===== src/rtl/button_conditioner_if.sv =====
// Pushbutton front-end bundle: raw board buttons in, clean press pulses and debounced levels out.
interface button_conditioner_if;
  logic       raw_up;
  logic       raw_down;
  logic       raw_pause;
  logic       speed_u;
  logic       speed_d;
  logic       btn_p;
  logic [2:0] btn_held;

  modport master (
    output raw_up, raw_down, raw_pause,
    input  speed_u, speed_d, btn_p, btn_held
  );

  modport slave (
    input  raw_up, raw_down, raw_pause,
    output speed_u, speed_d, btn_p, btn_held
  );
endinterface


===== src/rtl/button_conditioner.sv =====
// Synchronise, debounce and arbitrate three pushbuttons into one-cycle press pulses.
// Optional HOLD_REPEAT_EN macro adds auto-repeat on held up/down buttons.
module button_conditioner #(
  parameter int DEBOUNCE_CYC = 200000,
  parameter int REPEAT_DLY   = 5000000,
  parameter int REPEAT_PER   = 2500000
) (
  input  logic                 clk,
  input  logic                 rst_n,
  button_conditioner_if.slave  btn
);

  localparam int CW = $clog2(DEBOUNCE_CYC);
  localparam logic [CW-1:0] CNT_LAST = CW'(DEBOUNCE_CYC - 1);

  typedef enum logic [1:0] {IDLE, PRESS_CHK, HELD, REL_CHK} db_state_e;

  if (DEBOUNCE_CYC < 2 || REPEAT_DLY < 1 || REPEAT_PER < 1) begin : g_param_err
    $error("button_conditioner: DEBOUNCE_CYC must be >= 2, repeat timings >= 1");
  end

  logic [2:0] raw;
  logic [2:0] sync_p0, sync_p1;
  logic [2:0] accept;
  logic [2:0] rep_fire;
  logic [2:0] held_vec;
  logic [2:0] pend_q, pend_d;
  logic [2:0] grant;
  logic [2:0] pulse_p2;

  assign raw = {btn.raw_pause, btn.raw_down, btn.raw_up};

  // stage p0/p1: two-flop synchroniser per button
  always_ff @(posedge clk or negedge rst_n) begin
    if (!rst_n) begin
      sync_p0 <= '0;
      sync_p1 <= '0;
    end else begin
      sync_p0 <= raw;
      sync_p1 <= sync_p0;
    end
  end

  for (genvar i = 0; i < 3; i++) begin : g_btn
    db_state_e       state_q, state_d;
    logic [CW-1:0]   cnt_q, cnt_d;
    logic            held_q, held_d;
    logic            acc;

    always_ff @(posedge clk or negedge rst_n) begin
      if (!rst_n) begin
        state_q <= IDLE;
        cnt_q   <= '0;
        held_q  <= 1'b0;
      end else begin
        state_q <= state_d;
        cnt_q   <= cnt_d;
        held_q  <= held_d;
      end
    end

    always_comb begin
      state_d = state_q;
      cnt_d   = cnt_q;
      held_d  = held_q;
      acc     = 1'b0;
      unique case (state_q)
        IDLE: begin
          if (sync_p1[i]) begin
            state_d = PRESS_CHK;
            cnt_d   = '0;
          end
        end
        PRESS_CHK: begin
          if (!sync_p1[i]) begin
            state_d = IDLE;
            cnt_d   = '0;
          end else if (cnt_q == CNT_LAST) begin
            state_d = HELD;
            held_d  = 1'b1;
            acc     = 1'b1;
          end else begin
            cnt_d = cnt_q + 1'b1;
          end
        end
        HELD: begin
          if (!sync_p1[i]) begin
            state_d = REL_CHK;
            cnt_d   = '0;
          end
        end
        REL_CHK: begin
          if (sync_p1[i]) begin
            state_d = HELD;
          end else if (cnt_q == CNT_LAST) begin
            state_d = IDLE;
            held_d  = 1'b0;
          end else begin
            cnt_d = cnt_q + 1'b1;
          end
        end
        default: state_d = IDLE;
      endcase
    end

    assign accept[i]   = acc;
    assign held_vec[i] = held_q;

`ifdef HOLD_REPEAT_EN
    if (i < 2) begin : g_rep
      localparam int RMAX = (REPEAT_DLY > REPEAT_PER) ? REPEAT_DLY : REPEAT_PER;
      localparam int RW   = $clog2(RMAX + 1);
      logic [RW-1:0] rcnt_q;
      logic          rstarted_q;
      logic          rterm;

      // first repeat after REPEAT_DLY cycles in HELD, then every REPEAT_PER
      assign rterm = (state_q == HELD) &&
                     (rcnt_q == (rstarted_q ? RW'(REPEAT_PER - 1) : RW'(REPEAT_DLY - 1)));

      always_ff @(posedge clk or negedge rst_n) begin
        if (!rst_n) begin
          rcnt_q     <= '0;
          rstarted_q <= 1'b0;
        end else if (state_q != HELD) begin
          rcnt_q     <= '0;
          rstarted_q <= 1'b0;
        end else if (rterm) begin
          rcnt_q     <= '0;
          rstarted_q <= 1'b1;
        end else begin
          rcnt_q <= rcnt_q + 1'b1;
        end
      end

      assign rep_fire[i] = rterm;
    end else begin : g_norep
      assign rep_fire[i] = 1'b0;
    end
`else
    assign rep_fire[i] = 1'b0;
`endif
  end

  // stage p2: fixed-priority arbitration, up > down > pause
  always_comb begin
    grant = 3'b000;
    if (pend_q[0])      grant = 3'b001;
    else if (pend_q[1]) grant = 3'b010;
    else if (pend_q[2]) grant = 3'b100;
    pend_d = (pend_q & ~grant) | accept | rep_fire;
  end

  always_ff @(posedge clk or negedge rst_n) begin
    if (!rst_n) begin
      pend_q   <= '0;
      pulse_p2 <= '0;
    end else begin
      pend_q   <= pend_d;
      pulse_p2 <= grant;
    end
  end

  assign btn.speed_u  = pulse_p2[0];
  assign btn.speed_d  = pulse_p2[1];
  assign btn.btn_p    = pulse_p2[2];
  assign btn.btn_held = held_vec;

endmodule

===== src/flat_wrapper.sv =====
// flat-port wrapper written by rule: the top's interface ports become plain ports
module button_conditioner_flat 
#(
  parameter int DEBOUNCE_CYC = 200000,
  parameter int REPEAT_DLY   = 5000000,
  parameter int REPEAT_PER   = 2500000
)
  (clk, rst_n, btn_raw_up, btn_raw_down, btn_raw_pause, btn_speed_u, btn_speed_d, btn_btn_p, btn_btn_held);
  button_conditioner_if btn_i ();
  input  logic clk;
  input  logic rst_n;
  input wire logic [$bits(btn_i.raw_up)-1:0] btn_raw_up;
  input wire logic [$bits(btn_i.raw_down)-1:0] btn_raw_down;
  input wire logic [$bits(btn_i.raw_pause)-1:0] btn_raw_pause;
  output wire logic [$bits(btn_i.speed_u)-1:0] btn_speed_u;
  output wire logic [$bits(btn_i.speed_d)-1:0] btn_speed_d;
  output wire logic [$bits(btn_i.btn_p)-1:0] btn_btn_p;
  output wire logic [$bits(btn_i.btn_held)-1:0] btn_btn_held;
  assign btn_i.raw_up = btn_raw_up;
  assign btn_i.raw_down = btn_raw_down;
  assign btn_i.raw_pause = btn_raw_pause;
  assign btn_speed_u = btn_i.speed_u;
  assign btn_speed_d = btn_i.speed_d;
  assign btn_btn_p = btn_i.btn_p;
  assign btn_btn_held = btn_i.btn_held;
  button_conditioner #(.DEBOUNCE_CYC(DEBOUNCE_CYC), .REPEAT_DLY(REPEAT_DLY), .REPEAT_PER(REPEAT_PER)) u_core (.clk(clk), .rst_n(rst_n), .btn(btn_i));
endmodule

===== config.mk =====
export PLATFORM = sky130hd
export DESIGN_NAME = button_conditioner_flat
export DESIGN_NICKNAME = d
export VERILOG_FILES = /design/src/rtl/button_conditioner_if.sv /design/src/rtl/button_conditioner.sv /design/src/flat_wrapper.sv
export SDC_FILE = /design/constraint.sdc
export NUM_CORES = 1
export LEC_CHECK = 0
export ABC_CLOCK_PERIOD_IN_PS = 2600
export CORE_MARGIN = 3
export CORE_UTILIZATION = 45
export CTS_BUF_LIST = sky130_fd_sc_hd__clkbuf_4
export DETAILED_ROUTE_END_ITERATION = 10
export PLACE_DENSITY_LB_ADDON = 0.25
export REMOVE_ABC_BUFFERS = 1
export SKIP_CTS_REPAIR_TIMING = 1
export SLEW_MARGIN = 20
export SYNTH_ARGS = -nofsm -noshare
export SYNTH_HDL_FRONTEND = slang
export SYNTH_SLANG_ARGS = --single-unit

===== constraint.sdc =====
create_clock -name clk -period 2.6 [get_ports clk]
set_clock_uncertainty 0.2 [all_clocks]
set_input_delay 0.52 -clock clk [delete_from_list [all_inputs] [get_ports clk]]
set_output_delay 0.52 -clock clk [all_outputs]
set_load 0.02 [all_outputs]

Word-level counts from Yosys, hierarchy flattened
Cells that the tools add are included.

storage, ports and cells
  flip-flop bits (word level) = 75
  input bits = 5
  output and inout bits = 6
  logic and storage cells = 136

operators by class
  add/sub/neg operators = 3
  equal/unequal tests = 36
  muxes and demuxes = 66
  bitwise operators = 3
  reductions and logical operators = 15

operator list
  operator                 count
  $mux W18                 15
  $pmux W18 S4             3
  $add A18 B1 Y18 const B  3
  $eq A18 B18 Y1 const B   3
  $mux W2                  18
  $ne A2 B1 Y1 const B     12
  $pmux W2 S4              3
  $mux W1                  21
  $reduce_and A5 Y1        3
  $eq A2 B2 Y1 const B     6
  $ne A2 B2 Y1 const B     6
  $reduce_and A4 Y1        3
  $mux W3                  3
  $ne A3 B1 Y1 const B     3
  $ne A3 B3 Y1 const B     3
  $reduce_and A3 Y1        3
  $eq A2 B1 Y1 const B     3
  $logic_not A2 Y1         3
  $pmux W1 S2              3
  $reduce_bool A2 Y1       3
  $and A3 B3 Y3            1
  $not A3 Y3               1
  $or A3 B3 Y3             1

Logic depth before layout (Yosys ltp)
  depth after elaboration = 6
  mapped depth = 7
  mapped depth without buffers = 6

Worst setup path before layout
OpenSTA, ideal clock, no wires.

  kind = reg-to-reg
  start point = register u_core.g_btn[0].cnt_q[12]
  end point = register u_core.g_btn[0].cnt_q[9]
  library setup time = 125 ps
  data arrival time = 1811 ps
  required time = 2275 ps
  path slack = 464 ps
  cell stages (with the launch flop) = 6
  path buffers = 0
  period minus slack after synthesis = 2136 ps
  path through = dfrtp_1 or4_1 nor3_4 a21oi_2 nor3b_1 mux2_4

between the ends
  word-level cells in the longest chain between the ends = 4
  elaborated cells on any way between the ends = 5
  classes of those cells = eq/ne: 1; mux: 4

RTL lines
  item                         RTL line                                            text
  start: declaration           button_conditioner.sv:46                            logic [CW-1:0] cnt_q, cnt_d;
  start signal: assignment     button_conditioner.sv:57                            cnt_q <= cnt_d;
  $eq A18 B18 Y1 (*)           button_conditioner.sv:78, button_conditioner.sv:95
  $mux W18 (*)                 -
  $mux W18 (on tied branches)  -
  $pmux W18 S4 (*)             -

Every way passes the cells marked *; elsewhere a longest branch is shown, timed or not. The select of a mux whose other input is x is not followed.
A chain may end at the register's enable or synchronous reset.

Final worst setup path
  start point = register u_core.g_btn[1].cnt_q[6]
  end point = register u_core.g_btn[1].cnt_q[16]

between the ends
  word-level cells in the longest chain between the ends = 4
  elaborated cells on any way between the ends = 6
  classes of those cells = add/sub: 1; eq/ne: 1; mux: 4

RTL lines
  item                                               RTL line                                            text
  start: declaration                                 button_conditioner.sv:46
  start signal: assignment                           button_conditioner.sv:57
  $add A18 B1 Y18 or $eq A18 B18 Y1 (tied branches)  -
  $mux W18 (*)                                       button_conditioner.sv:78, button_conditioner.sv:95
  $mux W18 (on tied branches)                        button_conditioner.sv:93, button_conditioner.sv:75
  $pmux W18 S4 (*)                                   button_conditioner.sv:67                            unique case (state_q)

Marks and branches as above.

==> results.toml <==
[status]
run_status = "completed"

[clock_network]
number_of_h_tree_branching_levels = 3
cts.root.buffer_cell = "clkbuf_4"
clock_tree.buffer_depth = 2
num_cts_buffers = 9
clock_tree_from_tritoncts = "yes"
clk_pin_slew_worst_paths_ns = 0.12
clock_latency_ns = 0.42
cts_num_sinks = 75

[power_and_ir_drop]
power.internal_mw = 1.72
p_sw_share_pct = 23.6
comb_power_share_pct = 6.3
clock_power_share_pct = 39.1
power.static_leakage_nw = 1.84
power-per-cell-area_mw_per_mm2 = 480
seq_power_share_pct = 54.6
power.switching_mw = 0.531
vdd.ir_drop.worst_mv = 0.272

[setup_path]
crit_path_end_kind = "flop"
critPathLaunchType = "flop"
count_of_cells_along_the_worst_register_to_register_path = 5
critPathRequiredTime_ns = 2.73
worst_path_slowest_cell = "or4b_4"
maximum_fanout_count_along_the_critical_path = 7
timing.critical_path.buf_inv = 0
critPathLaunch = "u_core.g_btn[1].cnt_q[6]$_DFFE_PN0P_"
cpPeakStageDelay_ns = 0.56
timing.setup.critical_path_class = "flop to flop"
crit-reg2reg-launch = "u_core.g_btn[1].cnt_q[6]$_DFFE_PN0P_"
path_delay_family = "simple AND/OR/NAND/NOR gates"
worst-endpoint-arrival_ns = 2.51
capture_point_of_the_worst_reg_to_reg_path = "u_core.g_btn[1].cnt_q[16]$_DFFE_PN0P_"
worstSetupPathDepth = 5
timing.critical_path.to = "u_core.g_btn[1].cnt_q[16]$_DFFE_PN0P_"
r2r_setup_slack_ns = 0.23
path_cells = "or4b_4, nor3_2, a21boi_1, a41o_1, a211oi_1"

[global_route]
grt_first_pass_wirelength_um = 15600
antenna_found_initial = 0
first_global_vias = 3243
grt_start_max_net_pins = 76
grtUsageTotal_pct = 17.3
grt_overflow_total = 0

[timing]
grt_setup_unrepaired = "false"
final_min_period_over_clock_period_pct = 91.3
worst_slew_margin_rel_pct = 59.7
final_period_minus_worst_setup_slack_ns = 2.37
final-max-slew-violation-count = 0
final.setup.tns_ns = 0
setup_viol = 0
clock.fmax_mhz = 421
finalHoldViolCount = 0
timing.final.ws_setup_ns = 0.226
worst-slew-pin-transition_ns = 0.589

[logic_synthesis]
synthesis.area_mm2 = 0.00429
flop_and_latch_count_out_of_synthesis = 75
count_of_warnings_emitted_by_yosys = 0
netlist-cell-type-count = 70
synth_sequential_area_ratio_pct = 43.8
post_synth.cell_area_avg_um2 = 9.20
synthesis.instances = 466
ys_dominant_reg_cell = "dfrtp_1"
synth_async_sr_flop_share_pct = 100
number_of_flops_mapped_to_enable_cells_by_yosys = 0

[placed_design]
detailedPlace.worstSlack_ns = 0.216
half_perimeter_wire_length_after_detailed_placement_um = 5940
dp.cells = 586
globalplace.congestion = 0.932
io_buffer_count = 10

[floorplan]
floorplan.die_area_mm2 = 0.0107
core_rows = 34
floorplan.initialDensity_pct = 47.8
die_x_um = 104
design.portCount = 11
dieHeight_um = 104
core_area_mm2 = 0.00898

[worst_hold_path]
worstHoldPathType = "flop to flop"

[route]
avgViaCountPerCell = 5.75
post_drt_wl_per_cell_um = 14.7
drt.antenna.violating_nets = 0
dr_total_vias = 3467
detail_route.wirelength_um = 8870
drc = 0
first_pass_iters = 4
drt_iter0_drc = 186

[finish]
area.growth.synth_to_final_pct = 9.28
final.fill_count = 836
antennaDiodeCount = 0
fin_cells = 603
layout-drive-gt1-share_pct = 9.01
most_frequent_standard_cell_in_the_layout_excluding_fill_and_tap_cells = "dfrtp_1"
layout.cells.most_common_list = "dfrtp_1, nor2_1, nand2_1, nand3_1"
nets = 480

[run]
maxCapViolations = 0
==> cell usage after synthesis (all sizes together), types with 5 or more instances <==
cell type	n	share of area (%)
nor3	15	2.1
and2	7	1.0
clkbuf	16	1.4
o21ai	22	2.7
nor4	8	1.2
xor2	19	3.9
a21oi	18	2.2
o211ai	5	0.88
buf	8	1.3
nand4	16	2.3
a2111oi	5	1.0
or2	5	0.73
or4	5	0.88
and4	6	1.2
nand3	24	2.9
and3	9	1.3
a211oi	7	1.2
dfrtp	75	44
nand2	44	3.9
nor2b	5	0.73
mux2	6	1.7
nor2	58	5.1
xnor2	20	4.1
==> area by class of cell <==
cell class | count | area, um2 | share of cell area [%]
well taps | 126 | 158 | 3.36
repair buffers | 19 | 180 | 3.85
inverters | 4 | 15.0 | 0.320
clock inverters | 7 | 106 | 2.27
flip-flops and latches | 75 | 1880 | 40.1
clock buffers | 9 | 67.6 | 1.44
multi-input cells | 363 | 2280 | 48.7
==> how the worst min path moves through the flow <==
stage / from / end / slack [ns] / depth (start not counted)
global route: u_core.sync_p0[0]$_DFF_PN0_ / u_core.sync_p1[0]$_DFF_PN0_ / 0.18 / 0
floorplan: rst_n / asynchronous set/reset pin / 0.02 / 0
finish: u_core.sync_p0[0]$_DFF_PN0_ / u_core.sync_p1[0]$_DFF_PN0_ / 0.16 / 0
CTS: rst_n / u_core.g_btn[2].state_q[0]$_DFFE_PN0P_ / -0.10 / 2
detailed placement: u_core.sync_p0[1]$_DFF_PN0_ / u_core.sync_p1[1]$_DFF_PN0_ / 0.14 / 0
global placement: u_core.sync_p0[2]$_DFF_PN0_ / u_core.sync_p1[2]$_DFF_PN0_ / 0.13 / 0
==> worst reg2reg max path, stage by stage (launching register included) <==
cell	delay [ns]
dfrtp_1	0.45
or4b_4	0.56
nor3_2	0.38
a21boi_1	0.18
a41o_1	0.27
a211oi_1	0.24
==> state kept, by name, indices dropped and copies added, names as in the netlist, named ones only <==
register              flops
u_core.g_btn.cnt_q       54
u_core.g_btn.held_q       3
u_core.g_btn.state_q      3
u_core.pend_q             3
u_core.pulse_p2           3
u_core.sync_p0            3
u_core.sync_p1            3
==> power groups by stage <==
stage / Combinational (mW) / Sequential [mW] / Clock, mW
after CTS: 0.143 / 1.23 / 0.912
final: 0.141 / 1.23 / 0.880
after global routing: 0.161 / 1.23 / 0.969
after detailed placement: 0.142 / 1.25 / 0
after global placement: 0.139 / 1.25 / 0
after floorplan: 0.0824 / 1.24 / 0
==> metal layers <==
| layer | up-vias | GRT usage (%) | share of wire (%) |
|---|---|---|---|
| met2 | 65 | 26.1 | 46 |
| met5 | - | 0 | 0 |
| met3 | 10 | 4.66 | 3.2 |
| met4 | 0 | 4.56 | 0.94 |
| li1 | 1721 | - | - |
| met1 | 1671 | 24.6 | 50 |
==> cells by family after synthesis <==
group           after synthesis  share of synthesized area [%]
compound gates               89                           14.2
xor+xnor                     39                           7.97
fa+ha+maj                     3                          0.875
buf+inv                      28                           3.06
flops                        75                           43.8
mux                          10                           2.60
simple gates                222                           27.5
==> stage by stage <==
| stage | hold slack (ns) | power (mW) | area [um2] | util (%) |
|---|---|---|---|---|
| final | 0.163 | 2.25 | 4690 | 52.2 |
| after global routing | 0.180 | 2.36 | 4690 | 52.2 |
| after CTS | -0.103 | 2.28 | 4670 | 52.1 |
| after detailed placement | 0.138 | 1.39 | 4500 | 50.1 |
| after global placement | 0.135 | 1.39 | 4500 | 50.1 |
| after floorplan | 0.0244 | 1.32 | 4170 | - |
Power figures use the tool's default switching activity.
